### src/rtl/issue_ctrl_pkg.sv
// issue_ctrl_pkg: shared FSM encoding, scoreboard defaults and decoded-lane layout for the issue stage.
package issue_ctrl_pkg;

    localparam logic [0:0] PAIR  = 1'b0;
    localparam logic [0:0] SPLIT = 1'b1;

    localparam int LOAD_LAT_DEF = 2;

    localparam logic [4:0] REG_X0 = 5'd0;

    typedef struct packed {
        logic [4:0] rs1;
        logic [4:0] rs2;
        logic [4:0] rd;
        logic       use_rs1;
        logic       use_rs2;
        logic       wr;
        logic       load;
        logic       mem;
        logic       cti;
    } lane_t;

    // x0 is hardwired to zero, so reading it can never depend on an older write
    function automatic logic reads_reg(lane_t l, logic [4:0] r);
        return r != REG_X0 && ((l.use_rs1 && l.rs1 == r) || (l.use_rs2 && l.rs2 == r));
    endfunction

endpackage

### src/rtl/issue_ctrl_if.sv
// issue_ctrl_if: decoded pair from the decode->issue register and the issue/stall decisions back.
interface issue_ctrl_if;
    import issue_ctrl_pkg::*;

    logic  pair_valid;
    logic  valid1;
    logic  flush;
    lane_t lane0;
    lane_t lane1;
    logic  issue0;
    logic  issue1;
    logic  stall;

    modport master (
        output pair_valid, valid1, flush, lane0, lane1,
        input  issue0, issue1, stall
    );

    modport slave (
        input  pair_valid, valid1, flush, lane0, lane1,
        output issue0, issue1, stall
    );

endinterface

### src/rtl/issue_ctrl_scoreboard.sv
// issue_scoreboard: per-register countdown of in-flight load latency with six busy lookups.
module issue_scoreboard
    import issue_ctrl_pkg::*;
#(
    parameter int LOAD_LAT = LOAD_LAT_DEF
) (
    input  logic       clock_i,
    input  logic       reset_ni,
    input  logic [4:0] rd_addr [6],
    output logic [5:0] busy,
    input  logic [1:0] set_en,
    input  logic [4:0] set_rd [2]
);

    localparam logic [1:0] SET_VAL = 2'(LOAD_LAT - 1);

    logic [1:0] cnt [32];

    always_comb begin
        busy = '0;
        for (int i = 0; i < 6; i++)
            busy[i] = rd_addr[i] != REG_X0 && cnt[rd_addr[i]] != 2'd0;
    end

    // a fresh load result overrides the countdown of an older one to the same register
    always_ff @(posedge clock_i) begin
        if (!reset_ni) begin
            for (int i = 0; i < 32; i++)
                cnt[i] <= 2'd0;
        end else begin
            for (int i = 0; i < 32; i++)
                cnt[i] <= (i != 0 && ((set_en[0] && set_rd[0] == i[4:0]) || (set_en[1] && set_rd[1] == i[4:0]))) ? SET_VAL
                        : cnt[i] != 2'd0 ? cnt[i] - 2'd1 : cnt[i];
        end
    end

endmodule

### src/rtl/issue_ctrl.sv
// issue_ctrl: dual-issue scheduler; splits conflicting pairs over two cycles and honours load latency.
module issue_ctrl
    import issue_ctrl_pkg::*;
#(
    parameter int LOAD_LAT = LOAD_LAT_DEF
) (
    input  logic         clock_i,
    input  logic         reset_ni,
    issue_ctrl_if.slave  bus
);

    logic [0:0] state;
    logic [0:0] state_nxt;
    logic [4:0] rd_addr [6];
    logic [4:0] set_rd [2];
    logic [5:0] busy;
    logic [1:0] set_en;
    logic       haz0;
    logic       haz1;
    logic       raw;
    logic       waw;
    logic       pair_split;
    logic       in_pair;
    logic       in_split;
    logic       go0;
    logic       go1;
    logic       stall;

    always_comb begin
        rd_addr[0] = bus.lane0.rs1;
        rd_addr[1] = bus.lane0.rs2;
        rd_addr[2] = bus.lane0.rd;
        rd_addr[3] = bus.lane1.rs1;
        rd_addr[4] = bus.lane1.rs2;
        rd_addr[5] = bus.lane1.rd;
        set_rd[0]  = bus.lane0.rd;
        set_rd[1]  = bus.lane1.rd;
    end

    issue_scoreboard #(.LOAD_LAT(LOAD_LAT)) u_sb (
        .clock_i  (clock_i),
        .reset_ni (reset_ni),
        .rd_addr  (rd_addr),
        .busy     (busy),
        .set_en   (set_en),
        .set_rd   (set_rd)
    );

    assign haz0 = (bus.lane0.use_rs1 && busy[0]) || (bus.lane0.use_rs2 && busy[1]) || (bus.lane0.wr && busy[2]);
    assign haz1 = (bus.lane1.use_rs1 && busy[3]) || (bus.lane1.use_rs2 && busy[4]) || (bus.lane1.wr && busy[5]);

    assign raw = bus.lane0.wr && reads_reg(bus.lane1, bus.lane0.rd);
    assign waw = bus.lane0.wr && bus.lane1.wr && bus.lane0.rd != REG_X0 && bus.lane0.rd == bus.lane1.rd;
    assign pair_split = raw || waw || (bus.lane0.mem && bus.lane1.mem) || bus.lane0.cti;

    // reset and flush silence every decision below through these two qualifiers
    assign in_pair  = reset_ni && !bus.flush && state == PAIR && bus.pair_valid;
    assign in_split = reset_ni && !bus.flush && state == SPLIT;

    assign go0   = in_pair && !haz0;
    assign go1   = (go0 && bus.valid1 && !haz1 && !pair_split) || (in_split && !haz1);
    assign stall = (in_pair && (haz0 || (bus.valid1 && (haz1 || pair_split)))) || (in_split && haz1);

    assign state_nxt = ((go0 && stall) || (in_split && haz1)) ? SPLIT : PAIR;

    assign set_en[0] = go0 && bus.lane0.load && bus.lane0.wr && bus.lane0.rd != REG_X0;
    assign set_en[1] = go1 && bus.lane1.load && bus.lane1.wr && bus.lane1.rd != REG_X0;

    assign bus.issue0 = go0;
    assign bus.issue1 = go1;
    assign bus.stall  = stall;

    always_ff @(posedge clock_i) begin
        if (!reset_ni)
            state <= PAIR;
        else
            state <= state_nxt;
    end

endmodule

### src/flat_wrapper.sv
// flat-port wrapper written by rule: the top's interface ports become plain ports
module issue_ctrl_flat import issue_ctrl_pkg::*;
#(
    parameter int LOAD_LAT = LOAD_LAT_DEF
)
  (clock_i, reset_ni, bus_pair_valid, bus_valid1, bus_flush, bus_lane0, bus_lane1, bus_issue0, bus_issue1, bus_stall);
  issue_ctrl_if bus_i ();
  input  logic clock_i;
  input  logic reset_ni;
  input wire logic [$bits(bus_i.pair_valid)-1:0] bus_pair_valid;
  input wire logic [$bits(bus_i.valid1)-1:0] bus_valid1;
  input wire logic [$bits(bus_i.flush)-1:0] bus_flush;
  input wire logic [$bits(bus_i.lane0)-1:0] bus_lane0;
  input wire logic [$bits(bus_i.lane1)-1:0] bus_lane1;
  output wire logic [$bits(bus_i.issue0)-1:0] bus_issue0;
  output wire logic [$bits(bus_i.issue1)-1:0] bus_issue1;
  output wire logic [$bits(bus_i.stall)-1:0] bus_stall;
  assign bus_i.pair_valid = bus_pair_valid;
  assign bus_i.valid1 = bus_valid1;
  assign bus_i.flush = bus_flush;
  assign bus_i.lane0 = bus_lane0;
  assign bus_i.lane1 = bus_lane1;
  assign bus_issue0 = bus_i.issue0;
  assign bus_issue1 = bus_i.issue1;
  assign bus_stall = bus_i.stall;
  issue_ctrl #(.LOAD_LAT(LOAD_LAT)) u_core (.clock_i(clock_i), .reset_ni(reset_ni), .bus(bus_i));
endmodule
### config.mk
export PLATFORM = sky130hd
export DESIGN_NAME = issue_ctrl_flat
export DESIGN_NICKNAME = d
export VERILOG_FILES = /design/src/rtl/issue_ctrl_pkg.sv /design/src/rtl/issue_ctrl_if.sv /design/src/rtl/issue_ctrl_scoreboard.sv /design/src/rtl/issue_ctrl.sv /design/src/flat_wrapper.sv
export SDC_FILE = /design/constraint.sdc
export NUM_CORES = 1
export LEC_CHECK = 0
export ABC_CLOCK_PERIOD_IN_PS = 5700
export BUFFER_PORTS_ARGS = -buffer_cell sky130_fd_sc_hd__buf_4
export CAP_MARGIN = 20
export CORE_ASPECT_RATIO = 0.75
export CORE_MARGIN = 2
export CORE_UTILIZATION = 45
export DETAILED_ROUTE_END_ITERATION = 10
export PLACE_DENSITY = 0.68
export SETUP_SLACK_MARGIN = 0.15
export SYNTH_ARGS = -nofsm -noshare
export SYNTH_HDL_FRONTEND = slang
export SYNTH_SLANG_ARGS = --single-unit
### constraint.sdc
create_clock -name clock_i -period 5.7 [get_ports clock_i]
set_input_delay 0.285 -clock clock_i [delete_from_list [all_inputs] [get_ports clock_i]]
set_output_delay 0.285 -clock clock_i [all_outputs]
set_load 0.01 [all_outputs]
# Yosys cells after proc, flatten, opt, wreduce, memory -nomap -nowiden
# Memory sizes are Yosys's and may differ from the RTL's.
# Index checks and enable logic that the tools add are counted.
# W data, S select, Z words.
[op_classes]
n_addsub = 32
n_eq_ne = 65
n_mux = 98
bitwise_logic = 33
n_reduce_logical = 193
[op_table]
columns = ["cell", "count"]
rows = [
  ["$mux W2", 95],
  ["$eq A5 B5 Y1 const B", 32],
  ["$logic_and A1 B1 Y1", 101],
  ["$eq A5 B4 Y1 const B", 16],
  ["$reduce_bool A2 Y1", 38],
  ["$sub A2 B1 Y2 const B", 32],
  ["$logic_or A1 B1 Y1", 44],
  ["$eq A5 B3 Y1 const B", 8],
  ["$or A1 B1 Y1", 32],
  ["$reduce_bool A5 Y1", 6],
  ["$eq A5 B2 Y1 const B", 4],
  ["$eq A5 B5 Y1", 3],
  ["$eq A5 B1 Y1 const B", 2],
  ["$logic_not A1 Y1", 4],
  ["$mux W1", 3],
  ["$not A1 Y1", 1],
]
[totals]
reg_bits = 1
mem_bits_rw = 64
input_bits = 47
out_inout_bits = 3
wordCells = 423
memories = 1
[mem_list]
columns = ["memory", "depth", "word_bits", "rd", "rd_ports_with_merged_regs", "write_ports", "line_no", "rtl"]
rows = [
  ["u_core.u_sb.cnt", 32, 2, 38, 0, 32, "issue_ctrl_scoreboard.sv:17", "logic [1:0] cnt [32];"],
]

# Longest topological paths before layout
# An unclocked memory read counts as a cell.
[depth]
ltp_word = 19
mapped_depth = 11
depth_no_buf = 8

# By module
# From an unflattened synthesis, not the netlist that was laid out.
[unflattened]
cells_unflattened = 676
area_unflattened_um2 = 5824.3
[by_module_without_submodules]
columns = ["module", "instances", "cells_each", "area_each_um2"]
rows = [
  ["issue_scoreboard", 1, 632, 5474.0],
  ["issue_ctrl", 1, 44, 350.3],
]

# Least setup slack after synthesis
# Ideal clock, no wire load.
[synth_path]
kind = "input-to-output"
startpoint = "input bus_lane1[12]"
endpoint = "output bus_issue1"
arrival_ns = 2.218
t_required_ns = 5.415
setup_slack_ns = 3.197
stages = 7
path_buffers = 2
cell_sequence = "clkbuf_1 > mux4_2 > a211o_1 > a311oi_1 > nor2_1 > buf_2 > o21a_1"
[synth_between]
elab_chain_len = 11
elab_cells_between_ends = 21
cone_classes = "eq/ne (1); reduce/logical (19); memory (1)"
[synth_lines]
columns = ["element", "line_no", "rtl"]
rows = [
  ["start, declared", "flat_wrapper.sv:14", "input wire logic [$bits(bus_i.lane1)-1:0] bus_lane1;"],
  ["branches (longest 10 deep; another with $mem_v2 Z32 W2)", "--", ""],
  ["$logic_or A1 B1 Y1 *", "issue_ctrl.sv:61", "assign go1 = (go0 && bus.valid1 && !haz1 && !pair_split) || (in_split && !haz1);"],
  ["end, declared", "flat_wrapper.sv:16", "output wire logic [$bits(bus_i.issue1)-1:0] bus_issue1;"],
]
# Every way passes the cells marked *.

==> key figures <==
Route
  • Total Wirelength: slightly above 20,000 µm
  • DR iter-0 viols: slightly below 700
  • DR DRC count: 0
  • Routed WL per cell: a little under 20 µm
  • Post-route ant nets: 0
  • Via/cell ratio: 6.18
  • Drt first pass iters: 8
  • Via count: 6,347

STA
  • Tmin final: between 3 and 4 ns
  • Slew Limit Fails: 0
  • Fin Hold WS: 0.255 ns
  • Final period utilization: 0.624
  • Fmax achieved: 0.281 GHz
  • Final hold viol count: 0
  • Worst slew margin: 0.276
  • RSZ-0062 raised after global routing: false
  • Worst-Margin Slew: 1.08 ns
  • Worst Skew: between 0.008 and 0.009 ns
  • Final WS setup: approximately 2.1 ns
  • Fin Setup TNS: 0 ns
  • Setup violators final: 0

Final layout
  • Non-Filler Instances: about 1,000
  • Number of inserted diodes: 0
  • Layout net count: between 900 and 1,000
  • Layout cells sized above 1: 0.148
  • Layout overhead on the synthesized area: 10.6%

Global route
  • Tot GR Track Use: 0.267
  • Gr ovfl total: 0
  • Initial antenna violation count: 0
  • Vias in the first global route: roughly 5,600
  • Largest net degree at the start of global routing: 37
  • First-pass GRT wire length: around 31,000 µm

Power and ir drop
  • P_leak: approximately 2.8 nW
  • Total chip power: roughly 2.2 mW
  • Power per cell area: 301 mW/mm²
  • Maximum vdd ir drop: around 0.16 mV

Floorplan
  • Die Height: roughly 110 µm
  • Chip width: roughly 140 µm
  • FP Rows: 38
  • CORE AREA: 0.0144 mm²
  • Num ports: 50
  • DIE AREA: 0.0156 mm²
  • Starting Density: 0.457

Setup path
  • CP max stage delay: 0.56 ns
  • Critical Path RT: between 5 and 6 ns
  • Reg2Reg Depth: 8
  • CP max FO: 32
  • Crit-path cells: nor2_1, a21oi_1, o32ai_1, mux2i_1, a211o_4, nor4_4, buf_4, o21a_1, buf_4
  • Reg-to-reg endpoint: u_core.u_sb.cnt[12][1]$_SDFFE_PP0P_
  • Worst setup EP type: output port
  • R2R Path Start: u_core.u_sb.cnt[18][1]$_SDFFE_PP0P_
  • Crit path kind: reg2out
  • Crit path max-delay cell type: nor2_1
  • Arrival time worst endpoint: around 3.3 ns
  • Most common cell type on the critical path: buf_4
  • Delay-heaviest family, CP: compound AO/OA/AOI/OAI gates
  • Reg2reg setup slack: around 2.3 ns
  • CP Buf/Inv Count: 2
  • Startpoint types: flip-flop

Clocking
  • Resize count post-CTS: 0
  • Hold Buf Count CTS: 0
  • Clock Pin Slew Worst Setup and Hold Paths: roughly 0.06 ns
  • Post-CTS Setup Bufs: 0
  • Skew-Pair Late Insertion Delay: 0.34 ns
  • CTS tree: built
  • Clk root buf: clkbuf_16
  • CTS sink count: 65
  • H-tree Lvls: 3
  • Number of clock buffers inserted by TritonCTS: 9
  • Clock Path Buffers: 2

Logic synthesis
  • Ys flop type: dfxtp_1
  • Post-Syn Nets: approximately 900
  • Register area share after synthesis: 0.197
  • Syn. warnings: 0
  • Mapped Cells: between 800 and 900
  • #FFs+latches synth: 65
  • Mapped Area: ~0.0066 mm²
  • Ys async rst share: 0
  • Yosys cell types: 63
  • Synth Area per Inst: 8.19 µm²
  • Number of synthesized flops with an enable pin: 0

Job
  • Max-cap violations: 0

Placed design
  • Post-DP HPWL: roughly 15,000 µm
  • Port bufs: between 40 and 50
  • Routability cong.: between 0.9 and 1
  • Pre-CTS setup slack: between 2 and 2.5 ns
  • Placed insts: 1,011

Hold path
  • Hold Crit Depth: 3
  • Hold WC Path Type: in2reg
  • Worst Hold Launch: bus_valid1
  • WHS Endpoint: u_core.state$_SDFF_PN0_

Run status
  • Outcome: finished, final reports clean
==> registers in the layout (all words and copies together), names as in the netlist <==
signal	cells
u_core.state	1
u_core.u_sb.cnt	64
==> layer usage <==
metal  part of all wire  up-vias  global-route usage
met1               0.44     2956               0.393
met4              0.017        0              0.0630
met3               0.13       38              0.0703
met5                  0        -                   0
li1                   -     2983                   -
met2               0.42      370               0.387
==> area by class of cell <==
class / count / area (µm²)
clock buffer: 10 / 239
tap: 200 / 250
sequential: 65 / 1300
timing repair buffer: 54 / 405
fill: 1392 / 7120
multi-input combinational: 618 / 4750
clock inverter: 6 / 65.1
inverter: 74 / 278
==> how the worst max path moves through the flow <==
stage,start,end,cells past startpoint
3_3_place_gp,reset_ni,u_core.u_sb.cnt[4][1]$_SDFFE_PP0P_,8
6_report,u_core.u_sb.cnt[18][1]$_SDFFE_PP0P_,bus_issue1,9
2_1_floorplan,bus_lane1[12],bus_issue1,7
4_1_cts,u_core.u_sb.cnt[18][1]$_SDFFE_PP0P_,bus_issue1,9
3_5_place_dp,reset_ni,u_core.u_sb.cnt[4][1]$_SDFFE_PP0P_,8
5_1_grt,reset_ni,bus_issue1,8
==> cell usage in the layout (no fill, tap or decap), drive strengths merged, types with 4 or more instances in the layout <==
master / instances
mux2i: 35
buf: 54
and3: 8
dfxtp: 65
a21oi: 20
clkbuf: 10
o2111ai: 34
ha: 63
mux4: 31
nor3: 30
nand4: 4
xor2: 13
o21ai: 43
a211o: 4
nor2: 64
a31oi: 32
a211oi: 5
nor3b: 8
a311oi: 5
inv: 75
nand3: 8
nor4: 13
o22ai: 4
and3b: 29
nand2: 111
nand2b: 9
==> Yosys cell counts, drive strengths merged, types with 28 or more instances <==
cell,number,area [µm²]
a31oi,32,200
nor3,30,165
mux4,31,698
buf,28,186
and3b,29,254
o2111ai,34,298
mux2i,35,350
inv,74,278
o21ai,43,215
ha,63,788
nor2,64,240
dfxtp,65,1300
nand2,111,417
==> power breakdown <==
group / total (mW) / switching, mW / internal (mW)
registers: 0.644 / 0.109 / 0.534
logic: 0.978 / 0.540 / 0.438
clock network: 0.574 / 0.222 / 0.351
==> through the flow <==
stage           util  instance area (µm²)
2_1_floorplan      -                 6590
3_3_place_gp   0.485                 6990
3_5_place_dp   0.485                 6990
4_1_cts        0.506                 7290
5_1_grt        0.506                 7290
6_report       0.506                 7290
==> worst min-delay path, cell delays in order <==
cell     delay (ns)
buf_4          0.13
nand3_1        0.06
a21oi_1        0.07
==> cells by family (layout without fill, tap and decap cells) <==
family | Yosys count | after routing | synth area share
AOI/OAI and AO/OA | 169 | 169 | 0.175
xor gates and xnor gates | 16 | 16 | 0.0213
adders and majority gates | 63 | 63 | 0.120
buffers and inverters | 122 | 144 | 0.0818
DFF | 65 | 65 | 0.197
muxes | 69 | 69 | 0.164
and+or+nand+nor | 301 | 301 | 0.241
Power figures use the tool's default switching activity.
